File: src/rtl/k007452_arith_seq_if.sv
// Request/result bundle for the shared serial multiply/divide sequencer.
// The master drives requests and operands; the slave returns handshakes and results.
interface k007452_arith_seq_if #(
    parameter int W = 8
);
    logic           REQ_A;
    logic           OP_A;
    logic [2*W-1:0] X_A;
    logic [W-1:0]   Y_A;
    logic           REQ_B;
    logic           OP_B;
    logic [2*W-1:0] X_B;
    logic [W-1:0]   Y_B;
    logic           ACK_A;
    logic           ACK_B;
    logic           DONE_A;
    logic           DONE_B;
    logic [2*W-1:0] RQ;
    logic [W-1:0]   RR;
    logic           DZ;
    logic           BUSY;

    modport master (
        output REQ_A, OP_A, X_A, Y_A, REQ_B, OP_B, X_B, Y_B,
        input  ACK_A, ACK_B, DONE_A, DONE_B, RQ, RR, DZ, BUSY
    );

    modport slave (
        input  REQ_A, OP_A, X_A, Y_A, REQ_B, OP_B, X_B, Y_B,
        output ACK_A, ACK_B, DONE_A, DONE_B, RQ, RR, DZ, BUSY
    );
endinterface

File: src/rtl/k007452_arith_seq.sv
// Round-robin sequencer sharing one bit-serial shift-add multiplier / restoring
// divider between two requesters; one datapath iteration per clock.
module k007452_arith_seq #(
    parameter int W = 8
) (
    input  logic               CLK,
    input  logic               RES,
    k007452_arith_seq_if.slave bus
);
    localparam int CW = $clog2(2 * W);

    typedef enum logic {
        IDLE = 1'b0,
        RUN  = 1'b1
    } state_t;

    state_t         state_reg, state_next;
    logic           last_served_reg, last_served_next;  // 0 = A, 1 = B
    logic           owner_reg, owner_next;
    logic           op_reg, op_next;
    logic [CW-1:0]  cnt_reg, cnt_next;
    logic [2*W-1:0] acc_reg, acc_next;      // mul accumulator / div dividend->quotient shifter
    logic [2*W-1:0] mcand_reg, mcand_next;  // multiplicand, shifted left each iteration
    logic [W-1:0]   y_reg, y_next;          // multiplier (shifted right) or divisor
    logic [W-1:0]   rem_reg, rem_next;
    logic [2*W-1:0] rq_reg, rq_next;
    logic [W-1:0]   rr_reg, rr_next;
    logic           dz_reg, dz_next;
    logic           ack_a_reg, ack_a_next;
    logic           ack_b_reg, ack_b_next;
    logic           done_a_reg, done_a_next;
    logic           done_b_reg, done_b_next;

    logic           pick_b;
    logic           sel_op;
    logic [2*W-1:0] sel_x;
    logic [W-1:0]   sel_y;
    logic [W:0]     trial;
    logic           fits;
    logic [W-1:0]   diff;
    logic [W-1:0]   div_rem;
    logic [2*W-1:0] div_quot;
    logic [2*W-1:0] mul_sum;

    // On a tie the requester that was not served last wins.
    assign pick_b = bus.REQ_B && (!bus.REQ_A || !last_served_reg);
    assign sel_op = pick_b ? bus.OP_B : bus.OP_A;
    assign sel_x  = pick_b ? bus.X_B  : bus.X_A;
    assign sel_y  = pick_b ? bus.Y_B  : bus.Y_A;

    // Restoring step: the difference is only kept when it fits, so W bits suffice.
    assign trial    = {rem_reg, acc_reg[2*W-1]};
    assign fits     = (trial >= {1'b0, y_reg});
    assign diff     = trial[W-1:0] - y_reg;
    assign div_rem  = fits ? diff : trial[W-1:0];
    assign div_quot = {acc_reg[2*W-2:0], fits};
    assign mul_sum  = acc_reg + (y_reg[0] ? mcand_reg : '0);

    always_ff @(posedge CLK) begin
        if (RES) begin
            state_reg       <= IDLE;
            last_served_reg <= 1'b1;
            owner_reg       <= 1'b0;
            op_reg          <= 1'b0;
            cnt_reg         <= '0;
            acc_reg         <= '0;
            mcand_reg       <= '0;
            y_reg           <= '0;
            rem_reg         <= '0;
            rq_reg          <= '0;
            rr_reg          <= '0;
            dz_reg          <= 1'b0;
            ack_a_reg       <= 1'b0;
            ack_b_reg       <= 1'b0;
            done_a_reg      <= 1'b0;
            done_b_reg      <= 1'b0;
        end else begin
            state_reg       <= state_next;
            last_served_reg <= last_served_next;
            owner_reg       <= owner_next;
            op_reg          <= op_next;
            cnt_reg         <= cnt_next;
            acc_reg         <= acc_next;
            mcand_reg       <= mcand_next;
            y_reg           <= y_next;
            rem_reg         <= rem_next;
            rq_reg          <= rq_next;
            rr_reg          <= rr_next;
            dz_reg          <= dz_next;
            ack_a_reg       <= ack_a_next;
            ack_b_reg       <= ack_b_next;
            done_a_reg      <= done_a_next;
            done_b_reg      <= done_b_next;
        end
    end

    always_comb begin
        state_next       = state_reg;
        last_served_next = last_served_reg;
        owner_next       = owner_reg;
        op_next          = op_reg;
        cnt_next         = cnt_reg;
        acc_next         = acc_reg;
        mcand_next       = mcand_reg;
        y_next           = y_reg;
        rem_next         = rem_reg;
        rq_next          = rq_reg;
        rr_next          = rr_reg;
        dz_next          = dz_reg;
        ack_a_next       = 1'b0;
        ack_b_next       = 1'b0;
        done_a_next      = 1'b0;
        done_b_next      = 1'b0;

        case (state_reg)
            IDLE: begin
                if (bus.REQ_A || bus.REQ_B) begin
                    last_served_next = pick_b;
                    owner_next       = pick_b;
                    op_next          = sel_op;
                    y_next           = sel_y;
                    ack_a_next       = !pick_b;
                    ack_b_next       = pick_b;
                    if (!sel_op) begin
                        acc_next   = '0;
                        mcand_next = {{W{1'b0}}, sel_x[W-1:0]};
                        cnt_next   = CW'(W - 1);
                        state_next = RUN;
                    end else if (sel_y != '0) begin
                        acc_next   = sel_x;
                        rem_next   = '0;
                        cnt_next   = CW'(2 * W - 1);
                        state_next = RUN;
                    end else begin
                        // Divide by zero completes immediately with saturated results.
                        rq_next     = '1;
                        rr_next     = '1;
                        dz_next     = 1'b1;
                        done_a_next = !pick_b;
                        done_b_next = pick_b;
                    end
                end
            end
            RUN: begin
                if (!op_reg) begin
                    acc_next   = mul_sum;
                    mcand_next = {mcand_reg[2*W-2:0], 1'b0};
                    y_next     = {1'b0, y_reg[W-1:1]};
                end else begin
                    acc_next = div_quot;
                    rem_next = div_rem;
                end
                if (cnt_reg == '0) begin
                    rq_next     = op_reg ? div_quot : mul_sum;
                    rr_next     = op_reg ? div_rem : '0;
                    dz_next     = 1'b0;
                    done_a_next = !owner_reg;
                    done_b_next = owner_reg;
                    state_next  = IDLE;
                end else begin
                    cnt_next = cnt_reg - 1'b1;
                end
            end
            default: state_next = IDLE;
        endcase
    end

    assign bus.ACK_A  = ack_a_reg;
    assign bus.ACK_B  = ack_b_reg;
    assign bus.DONE_A = done_a_reg;
    assign bus.DONE_B = done_b_reg;
    assign bus.RQ     = rq_reg;
    assign bus.RR     = rr_reg;
    assign bus.DZ     = dz_reg;
    assign bus.BUSY   = (state_reg == RUN);
endmodule

File: src/flat_wrapper.sv
// flat-port wrapper written by rule: the top's interface ports become plain ports
module k007452_arith_seq_flat 
#(
    parameter int W = 8
)
  (CLK, RES, bus_REQ_A, bus_OP_A, bus_X_A, bus_Y_A, bus_REQ_B, bus_OP_B, bus_X_B, bus_Y_B, bus_ACK_A, bus_ACK_B, bus_DONE_A, bus_DONE_B, bus_RQ, bus_RR, bus_DZ, bus_BUSY);
  k007452_arith_seq_if #(.W(W)) bus_i ();
  input  logic CLK;
  input  logic RES;
  input wire logic [$bits(bus_i.REQ_A)-1:0] bus_REQ_A;
  input wire logic [$bits(bus_i.OP_A)-1:0] bus_OP_A;
  input wire logic [$bits(bus_i.X_A)-1:0] bus_X_A;
  input wire logic [$bits(bus_i.Y_A)-1:0] bus_Y_A;
  input wire logic [$bits(bus_i.REQ_B)-1:0] bus_REQ_B;
  input wire logic [$bits(bus_i.OP_B)-1:0] bus_OP_B;
  input wire logic [$bits(bus_i.X_B)-1:0] bus_X_B;
  input wire logic [$bits(bus_i.Y_B)-1:0] bus_Y_B;
  output wire logic [$bits(bus_i.ACK_A)-1:0] bus_ACK_A;
  output wire logic [$bits(bus_i.ACK_B)-1:0] bus_ACK_B;
  output wire logic [$bits(bus_i.DONE_A)-1:0] bus_DONE_A;
  output wire logic [$bits(bus_i.DONE_B)-1:0] bus_DONE_B;
  output wire logic [$bits(bus_i.RQ)-1:0] bus_RQ;
  output wire logic [$bits(bus_i.RR)-1:0] bus_RR;
  output wire logic [$bits(bus_i.DZ)-1:0] bus_DZ;
  output wire logic [$bits(bus_i.BUSY)-1:0] bus_BUSY;
  assign bus_i.REQ_A = bus_REQ_A;
  assign bus_i.OP_A = bus_OP_A;
  assign bus_i.X_A = bus_X_A;
  assign bus_i.Y_A = bus_Y_A;
  assign bus_i.REQ_B = bus_REQ_B;
  assign bus_i.OP_B = bus_OP_B;
  assign bus_i.X_B = bus_X_B;
  assign bus_i.Y_B = bus_Y_B;
  assign bus_ACK_A = bus_i.ACK_A;
  assign bus_ACK_B = bus_i.ACK_B;
  assign bus_DONE_A = bus_i.DONE_A;
  assign bus_DONE_B = bus_i.DONE_B;
  assign bus_RQ = bus_i.RQ;
  assign bus_RR = bus_i.RR;
  assign bus_DZ = bus_i.DZ;
  assign bus_BUSY = bus_i.BUSY;
  k007452_arith_seq #(.W(W)) u_core (.CLK(CLK), .RES(RES), .bus(bus_i));
endmodule
File: config.mk
export PLATFORM = sky130hd
export DESIGN_NAME = k007452_arith_seq_flat
export DESIGN_NICKNAME = d
export VERILOG_FILES = /design/src/rtl/k007452_arith_seq_if.sv /design/src/rtl/k007452_arith_seq.sv /design/src/flat_wrapper.sv
export SDC_FILE = /design/constraint.sdc
export NUM_CORES = 1
export LEC_CHECK = 0
export CORE_ASPECT_RATIO = 0.75
export CORE_MARGIN = 5
export CORE_UTILIZATION = 45
export CTS_CLUSTER_SIZE = 40
export DETAILED_ROUTE_END_ITERATION = 8
export PLACE_DENSITY_LB_ADDON = 0.1
export SLEW_MARGIN = 20
export SYNTH_ARGS = -nofsm -noshare
export SYNTH_HDL_FRONTEND = slang
export SYNTH_SLANG_ARGS = --single-unit
File: constraint.sdc
create_clock -name CLK -period 6.3 [get_ports CLK]
set_input_delay 1.26 -clock CLK [delete_from_list [all_inputs] [get_ports CLK]]
set_output_delay 1.26 -clock CLK [all_outputs]
set_load 0.05 [all_outputs]
==> results of run 1 <==
[layout make-up]
cell class	count	area [um2]
sequential	85	1700
clock buffer	9	225
clock inverter	7	73.8
timing repair buffer	88	863
multi-input combinational	517	3280
fill	1079	5080
inverter	28	105
tap	162	203
[cell usage after synthesis, types with 3 or more instances]
cell      number  share of area [%]
and2_1        16                1.9
o22ai_1       10                1.2
o221a_2        5                1.1
o211ai_1       7                1.0
xnor2_1       10                1.7
a21oi_1       58                5.5
o21ai_0       14                1.3
dfxtp_1       85                 32
nand3b_1       4               0.57
a31oi_1       11                1.3
inv_1         28                2.0
buf_2          7               0.67
o21a_1         3               0.43
xor2_1         6                1.0
nor3_1        24                2.3
buf_1          3               0.21
a311oi_1       7                1.2
a32oi_1        3               0.50
nand3_1       19                1.8
nor2_1        77                5.5
nand2_1       82                5.9
mux2i_1       23                4.4
nor2b_1        6               0.71
a221oi_1       3               0.50
o41ai_1        3               0.50
ha_1          24                5.7
a22oi_1        9                1.3
a211oi_1      22                3.1
clkbuf_1      24                1.7
o211a_1        3               0.57
nor4_1         5               0.60
and3_1         6               0.71
a21o_1         8                1.1
nand2b_1       9                1.1
o21ai_1        3               0.29
[metal layers]
layer,global-route usage [%],vias to the layer above
met5,0,-
met3,5.18,27
met2,31.2,230
met1,34.1,2478
li1,-,2538
met4,6.18,2
[worst max-delay path by stage]
stage / from / cells past startpoint / slack, ns / endpoint
final: bus_REQ_A / 8 / 1.82 / u_core.bus.RQ[9]
after global routing: bus_REQ_A / 8 / 1.59 / u_core.bus.RQ[9]
after CTS: bus_REQ_A / 8 / 1.94 / u_core.bus.RQ[9]
after detailed placement: bus_REQ_A / 8 / 1.58 / u_core.bus.RQ[9]
after global placement: bus_REQ_B / 8 / 1.66 / u_core.bus.RQ[9]
after floorplan: bus_Y_A[2] / 8 / 3.43 / u_core.bus.RQ[9]
[metrics by stage]
| stage | power, W | hold WS, ns |
|---|---|---|
| 2_1_floorplan | 0.000956 | 0.446 |
| 3_3_place_gp | 0.00109 | 0.456 |
| 3_5_place_dp | 0.00110 | 0.461 |
| 4_1_cts | 0.00164 | 0.470 |
| 5_1_grt | 0.00172 | 0.480 |
| 6_report | 0.00164 | 0.474 |
[power by group]
| group | internal, W | switching (W) | total [W] |
|---|---|---|---|
| registers | 0.000580 | 0.0000396 | 0.000619 |
| logic | 0.000187 | 0.000291 | 0.000477 |
| clock network | 0.000309 | 0.000237 | 0.000545 |
[critical path, delay by kind of cell]
| kind | cells | cell delay, ns |
|---|---|---|
| simple gates | 4 | 1.37 |
| compound gates | 2 | 1.24 |
| buf+inv | 1 | 0.54 |
| mux | 1 | 0.27 |
[cells by family (layout without fill, tap and decap cells)]
kind of cell             after synthesis  after routing  share of synthesized area, %
buffers and inverters                 66            132                          5.31
flip-flops                            85             85                          32.4
AO/OA/AOI/OAI                        190            190                          25.3
multiplexers                          26             26                          5.24
AND/OR/NAND/NOR                      259            259                          22.7
adder cells (fa/ha/maj)               26             26                          6.48
XOR/XNOR                              16             16                          2.67
==> out/metrics.yaml, run 1 <==
floorplan:
  initial_utilization_pct: 45.6
  core_area_um2: 11500
  num_io_pins: 84
  die_x_um: 135
  dieArea_um2: 14000
  die_h_um: 104
  rows: 34
sta:
  fin_worst_skew_ns: 0.00615
  timing.fmax_ghz: 0.223
  post-route-period-util_pct: 71.1
  worst_pin_slew_ns: 1.12
  finalSetupTns_ns: 0
  slew_viol_final: 0
  setup_slack_ns: 1.82
  setup-violations-final: 0
  hold_viol: 0
  slew_headroom_pct: 25.1
  rsz0062_at_grt: "no"
  period_minus_slack_ns: 4.48
logic_synthesis:
  syn-num-nets: 748
  synth.avg_cell_area_um2: 7.87
  synthCells: 668
  ys_seq_area_share_pct: 32.4
  synthDistinctLibCells: 65
  synth_edf_count: 0
  synth_flop_cell: "dfxtp_1"
  yosysWarnings: 0
  synth-seq-cells: 85
  syn_area_um2: 5260
  synthArstFlopShare_pct: 0
worst_setup_path:
  rr_endpoint: "u_core.bus.RQ[9]"
  cpPeakStageDelay_ns: 0.89
  ff2ff_setup_slack_ns: 2.91
  cp-start-kind: "input pin"
  endpoint_kind: "flop"
  required_ns: 6.51
  cp_slowest_cell: "a21boi_2"
  rr_worst_depth: 7
  path_max_fanout: 24
  r2r_start: "u_core.last_served_reg"
  worstPathArrival_ns: 4.69
  cp_cell_sequence: "clkdlybuf4s50_1 -> a21boi_2 -> nand2_1 -> a21oi_1 -> nor2b_1 -> or2_1 -> mux2i_1 -> nor2_1"
  crit_type: "in2reg"
detailed_routing:
  dr_total_vias: 5275
  viasPerCell: 5.89
  met1_length_mm: 7.74
  wl_met2_mm: 6.59
  drt_iter0_drc: 508
  wl_per_cell_um: 17.7
  drtPass1Iterations: 5
  wl_met3_mm: 1.28
  highest_layer: "met5"
  totalWireLength_mm: 15.9
  drc_errors: 0
  antenna_left: 0
placement:
  place_congestion: 0.902
  post-place-ws_ns: 1.58
  post_dp_cell_area_um2: 6150
  placed_cells_incl_taps: 880
  portBuffers: 83
  dpl.hpwl_mm: 11.6
cts:
  htreeDepth: 3
  cts.sinks: 85
  post_cts_resized: 0
  clock_latency_ns: 0.35
  cts_tree: "done"
  clk_path_buf_depth: 2
  cts_inserted_buffers: 9
  ctsHoldBuffers: 0
  path_clk_slew_ns: 0.06
  cts_setup_buffers: 0
  root_buffer: "clkbuf_16"
final_layout:
  postLayoutCellArea_um2: 6450
  stdcell_count: 896
  final_nets: 809
  final_cell_mix: "84 x dfxtp_1, 82 x nand2_1, 82 x clkdlybuf4s50_1"
  fin_util_pct: 56.0
  final_common_cell: "dfxtp_1"
  drive_above_1_share_pct: 5.99
  syn2layout_area_growth_pct: 22.8
  n_antenna_cell: 0
pwr:
  peakVddDrop_uv: 138
  p_leak_nw: 2.58
  powerDensity_nw_per_um2: 255
min_path:
  whs_path_depth: 2
  hp-start: "u_core.y_reg[1]"
  holdPathEnd: "u_core.y_reg[1]"
  hp-class: "reg2reg"
status:
  status: "finished, final reports clean"
flow_run:
  max_cap_violations: 0
grt:
  antenna_found_initial: 1
  grt_overflow: 0
  grt_max_degree: 67
  grt_pass1_wl_mm: 25.4
  grt_use_total_pct: 22.4
  grt_pass1_vias: 4844
(Power assumes the default switching activity.)
==> run 2, diff against run 1 <==
Clock period 6.3 ns to 4.45 ns, I/O delays scaled along.
==> out/metrics.yaml, run 2 (synthesis gave the netlist of run 1 again) <==
final_layout:
  drive_above_1_share_pct: 6.12  # +0.13 points
  fin_util_pct: 56.1  # +0.14 points
  n_antenna_cell: 0  # unchanged
  final_cell_mix: "84 x dfxtp_1, 82 x nand2_1, 82 x clkdlybuf4s50_1"
  syn2layout_area_growth_pct: 23.1
  final_nets: 811  # +0.25%
  fill_cells: 1099  # +1.9%
  stdcell_count: 897  # +0.11%
  final_common_cell: "dfxtp_1"
detailed_routing:
  wl_met2_mm: 6.76  # +2.6%
  wl_met3_mm: 1.05  # -18%
  drc_errors: 0  # unchanged
  met1_length_mm: 8.24  # +6.6%
  drt_iter0_drc: 437  # -14%
  dr_total_vias: 5228  # -0.89%
  viasPerCell: 5.83  # -1.0%
  antenna_left: 0  # unchanged
  drtPass1Iterations: 5  # unchanged
  highest_layer: "met4"
  wl_per_cell_um: 18.2  # +2.8%
  totalWireLength_mm: 16.3  # +2.9%
floorplan:
  dieArea_um2: 14000  # unchanged
  core_area_um2: 11500  # unchanged
  rows: 34  # unchanged
  die_x_um: 135  # unchanged
  die_h_um: 104  # unchanged
  initial_utilization_pct: 45.6  # unchanged
  num_io_pins: 84  # unchanged
status:
  status: "finished, final reports clean"
placement:
  post-place-ws_ns: 0.731  # -0.851 ns
  dpl.hpwl_mm: 11.9  # +3.2%
  placed_cells_incl_taps: 882  # +0.23%
  portBuffers: 83  # unchanged
  place_congestion: 0.883  # -2.0%
worst_setup_path:
  critPathTopFamily: "compound AO/OA/AOI/OAI gates"
  path_buf_inv: 0  # -1
  cp_cell_sequence: "and2_1 -> ha_1 -> a21o_1 -> a22o_1 -> nor3_1 -> a211oi_1 -> a211oi_1 -> nand2_1 -> a221oi_1"
  critPathMostFrequentCell: "a211oi_1"
  required_ns: 4.69  # -1.82 ns
  cpPeakStageDelay_ns: 0.78  # -0.11 ns
  worstPathArrival_ns: 3.70  # -0.99 ns
  cp_slowest_cell: "dfxtp_1"
  endpoint_kind: "flop"
  crit_type: "reg2reg"
  cp-start-kind: "flop"
  path_max_fanout: 18  # -25%
grt:
  antenna_found_initial: 0  # -1
  grt_use_total_pct: 22.9  # +0.52 points
  grt_pass1_wl_mm: 25.9  # +1.9%
  grt_overflow: 0  # unchanged
  grt_max_degree: 66  # -1.5%
  grt_pass1_vias: 4892  # +0.99%
cts:
  ctsHoldBuffers: 0  # unchanged
  path_clk_slew_ns: 0.06  # about the same
  cts.sinks: 85  # unchanged
  post_cts_resized: 0  # unchanged
  cts_setup_buffers: 0  # unchanged
  cts_inserted_buffers: 9  # unchanged
  clk_path_buf_depth: 2  # unchanged
  root_buffer: "clkbuf_16"
  clock_latency_ns: 0.34  # about the same
  cts_tree: "done"
  htreeDepth: 3  # unchanged
sta:
  rsz0062_at_grt: "no"
  timing.fmax_ghz: 0.290
  post-route-period-util_pct: 77.6
  hold_viol: 0  # unchanged
  worst_pin_slew_ns: 1.06  # -0.0567 ns
  finalSetupTns_ns: 0  # unchanged
  setup_slack_ns: 0.998  # -0.820 ns
  fin_worst_skew_ns: 0.00552  # -0.000628 ns
  period_minus_slack_ns: 3.45
  slew_headroom_pct: 29.1  # +4.0 points
  slew_viol_final: 0  # unchanged
  setup-violations-final: 0  # unchanged
min_path:
  hp-class: "reg2reg"
pwr:
  p_leak_nw: 2.59  # +0.47%
  powerDensity_nw_per_um2: 361  # +42%
  peakVddDrop_uv: 197  # +43%
flow_run:
  max_cap_violations: 0  # unchanged
run 2: changes by cell type in the layout (fill, tap and decap cells not counted), sizes merged:
cell    before  now
buf          6    8
inv         29   28
clkinv       4    2
clkbuf       9   11
run 2: where the power goes:
group / leakage (nW) / switching, W / internal, W
sequential: 0.695 / 0.0000629 / 0.000821
clock: 0.147 / 0.000311 / 0.000461
combinational: 1.75 / 0.000415 / 0.000266
run 2: worst register-to-register path: cells and delay by family (launching register included):
kind	cells	cell delay, ns
flip-flops	1	0.78
adder cells (fa/ha/maj)	1	0.30
AND/OR/NAND/NOR	3	0.84
AO/OA/AOI/OAI	5	1.44
run 2: final cells by class:
| class | count | area (um2) | share of cell area, % |
|---|---|---|---|
| Timing Repair Buffer | 90 | 878 | 13.6 |
| Multi-Input combinational cell | 517 | 3280 | 50.7 |
| Tap cell | 162 | 203 | 3.13 |
| Clock buffer | 11 | 253 | 3.91 |
| Sequential cell | 85 | 1700 | 26.3 |
| Clock inverter | 4 | 47.5 | 0.735 |
| Inverter | 28 | 105 | 1.63 |
run 2: metal layers:
layer	GRT usage [%]	up-vias
met5	0	-
met4	6.83	0
met3	4.84	21
met2	32.0	194
met1	34.9	2464
li1	-	2549
run 2: stage by stage:
stage | total power (W) | area [um2] | hold slack [ns]
after detailed placement | 0.00157 | 6170 | 0.469
after CTS | 0.00234 | 6470 | 0.478
after global placement | 0.00156 | 6170 | 0.456
final | 0.00234 | 6470 | 0.473
after floorplan | 0.00135 | 5260 | 0.446
after global routing | 0.00244 | 6470 | 0.505
run 2: path summary, 6_finish.rpt:
path,startpoint,end,slack (ns),cells past startpoint
worst max register to register,u_core.y_reg[0],u_core.acc_reg[15],1.0,9
worst min-delay path,u_core.y_reg[1],u_core.y_reg[1],0.47,2
worst max-delay path,u_core.y_reg[0],u_core.acc_reg[15],1.0,9
worst min register to register,u_core.y_reg[1],u_core.y_reg[1],0.47,2
==> run 3, diff against run 2 <==
Clock period 4.45 ns to 3.5 ns, I/O delays scaled along.
==> out/metrics.yaml, run 3 (synthesis gave the netlist of run 1 again) <==
status:
  status: "finished, final reports clean"
flow_run:
  max_cap_violations: 0  # unchanged
cts:
  htreeDepth: 3  # unchanged
  path_clk_slew_ns: 0.06  # about the same
  cts_tree: "done"
  cts_inserted_buffers: 9  # unchanged
  cts.sinks: 85  # unchanged
  root_buffer: "clkbuf_16"
  ctsHoldBuffers: 0  # unchanged
  clock_latency_ns: 0.34  # about the same
  clk_path_buf_depth: 2  # unchanged
  cts_setup_buffers: 0  # unchanged
  post_cts_resized: 0  # unchanged
floorplan:
  dieArea_um2: 14000  # unchanged
  core_area_um2: 11500  # unchanged
  initial_utilization_pct: 45.6  # unchanged
  num_io_pins: 84  # unchanged
  die_h_um: 104  # unchanged
  die_x_um: 135  # unchanged
  rows: 34  # unchanged
sta:
  post-route-period-util_pct: 88.7  # +11 points
  setup-violations-final: 0  # unchanged
  slew_viol_final: 0  # unchanged
  fin_worst_skew_ns: 0.00834  # +0.00282 ns
  finalSetupTns_ns: 0  # unchanged
  worst_pin_slew_ns: 0.797  # -0.263 ns
  rsz0062_at_grt: "no"
  setup_slack_ns: 0.395  # -0.603 ns
  hold_viol: 0  # unchanged
  hold_slack_ns: 0.473  # -0.000124 ns
  period_minus_slack_ns: 3.11  # -0.347 ns
  slew_headroom_pct: 46.7  # +18 points
  timing.fmax_ghz: 0.322  # +11%
pwr:
  peakVddDrop_uv: 278  # +41%
  p_switching_w: 0.00101  # +28%
  seqPwrFrac_pct: 36.6  # -1.2 points
  clockPowerShare_pct: 34.6  # +1.6 points
  p_leak_nw: 2.64  # +2.0%
  design_power_total_w: 0.00305  # +31%
  swShare_pct: 33.1  # -0.67 points
  combPwrFrac_pct: 28.8  # -0.3 points
  powerDensity_nw_per_um2: 465  # +29%
  intPower_w: 0.00204  # +32%
worst_setup_path:
  cp_cell_sequence: "buf_4 -> and2_1 -> ha_1 -> a21o_1 -> a22o_1 -> nor3_1 -> buf_4 -> a211oi_1 -> a211oi_1 -> nand2_1 -> a221oi_1"
  r2r_start: "u_core.y_reg[0]"
  cp_slowest_cell: "dfxtp_1"
  rr_worst_depth: 11  # +2
  path_buf_inv: 2  # +2
  required_ns: 3.74  # -0.95 ns
  crit_start: "u_core.y_reg[0]"
  worstPathArrival_ns: 3.35  # -0.35 ns
  cp-start-kind: "flop"
  crit_type: "reg2reg"
  ff2ff_setup_slack_ns: 0.39  # -0.60 ns
  endpoint_kind: "flop"
  rr_endpoint: "u_core.acc_reg[15]"
  path_max_fanout: 10  # -8
  cpPeakStageDelay_ns: 0.57  # -0.21 ns
  critPathTopFamily: "compound AO/OA/AOI/OAI gates"
placement:
  post-place-ws_ns: 0.409  # -0.322 ns
  place_congestion: 0.931  # +5.4%
  portBuffers: 83  # unchanged
  dpl.hpwl_mm: 12.0  # +0.53%
  post_dp_cell_area_um2: 6250  # +1.3%
final_layout:
  final_nets: 820  # +1.1%
  n_antenna_cell: 0  # unchanged
  postLayoutCellArea_um2: 6570  # +1.6%
  final_common_cell: "dfxtp_1"
  fill_cells: 1102  # +0.27%
  final_cell_mix: "84 x dfxtp_1, 82 x nand2_1, 82 x clkdlybuf4s50_1"
  syn2layout_area_growth_pct: 25.1
  drive_above_1_share_pct: 7.25  # +1.1 points
detailed_routing:
  dr_total_vias: 5156  # -1.4%
  drt_iter0_drc: 513  # +17%
  viasPerCell: 5.68  # -2.5%
  drtPass1Iterations: 5  # unchanged
  totalWireLength_mm: 16.2  # -0.79%
  wl_per_cell_um: 17.9  # -1.9%
  drc_errors: 0  # unchanged
  antenna_left: 0  # unchanged
grt:
  grt_pass1_wl_mm: 26.7  # +3.1%
  grt_use_total_pct: 23.6  # +0.66 points
  grt_overflow: 0  # unchanged
  antenna_found_initial: 0  # unchanged
  grt_max_degree: 66  # unchanged
  grt_pass1_vias: 5009  # +2.4%
min_path:
  hp-start: "u_core.y_reg[1]"
  hp-class: "reg2reg"
  whs_path_depth: 2  # unchanged
  holdPathEnd: "u_core.y_reg[1]"
==> run 3: cell count changes in the layout (fill, tap and decap cells not counted), sizes merged <==
cell      previous run  this run
clkinv               2         1
clkinvlp             1         2
bufinv               1         2
buf                  8        17
==> run 3: worst register-to-register path, cell delays in order (launching register included) <==
cell and delay (ns):
dfxtp_1 0.57, buf_4 0.23, and2_1 0.13, ha_1 0.30, a21o_1 0.22, a22o_1 0.24
nor3_1 0.18, buf_4 0.18, a211oi_1 0.07, a211oi_1 0.46, nand2_1 0.14, a221oi_1 0.29
==> run 3: final cells by class <==
type / count / area (um2) / area share (%)
well taps: 162 / 203 / 3.08
inverters: 28 / 105 / 1.60
flip-flops and latches: 85 / 1700 / 25.9
repair buffers: 99 / 958 / 14.6
multi-input cells: 517 / 3280 / 49.9
clock buffers: 11 / 243 / 3.69
clock inverters: 5 / 83.8 / 1.28
==> run 3: per-layer routing <==
metal	track usage (%)	share of wire, %	routed length [um]	up-vias
li1	-	-	-	2567
met1	35.1	50	8070	2396
met2	34.4	42	6840	173
met3	5.33	6.6	1070	20
met4	5.38	1.5	245	0
met5	0	0	0	-
==> run 3: worst max path at each step <==
stage / endpoint / slack [ns] / cells past startpoint
final: u_core.acc_reg[15] / 0.39 / 11
after global routing: u_core.acc_reg[15] / 0.18 / 11
after CTS: u_core.acc_reg[15] / 0.45 / 11
after detailed placement: u_core.acc_reg[5] / 0.41 / 8
after global placement: u_core.acc_reg[5] / 0.47 / 8
after floorplan: u_core.acc_reg[10] / 0.77 / 11
==> run 3: power by group through the flow <==
stage / Combinational (W) / Clock (W) / Sequential [W]
detailed placement: 0.000873 / 0 / 0.00114
floorplan: 0.000513 / 0 / 0.00121
CTS: 0.000877 / 0.00107 / 0.00112
global placement: 0.000861 / 0 / 0.00114
finish: 0.000880 / 0.00106 / 0.00112
global route: 0.000963 / 0.00110 / 0.00113
==> run 3: metrics by stage <==
step	instances	util [%]
floorplan	668	-
CTS	907	57.0
global route	907	57.0
finish	907	57.0
global placement	891	54.2
detailed placement	891	54.2
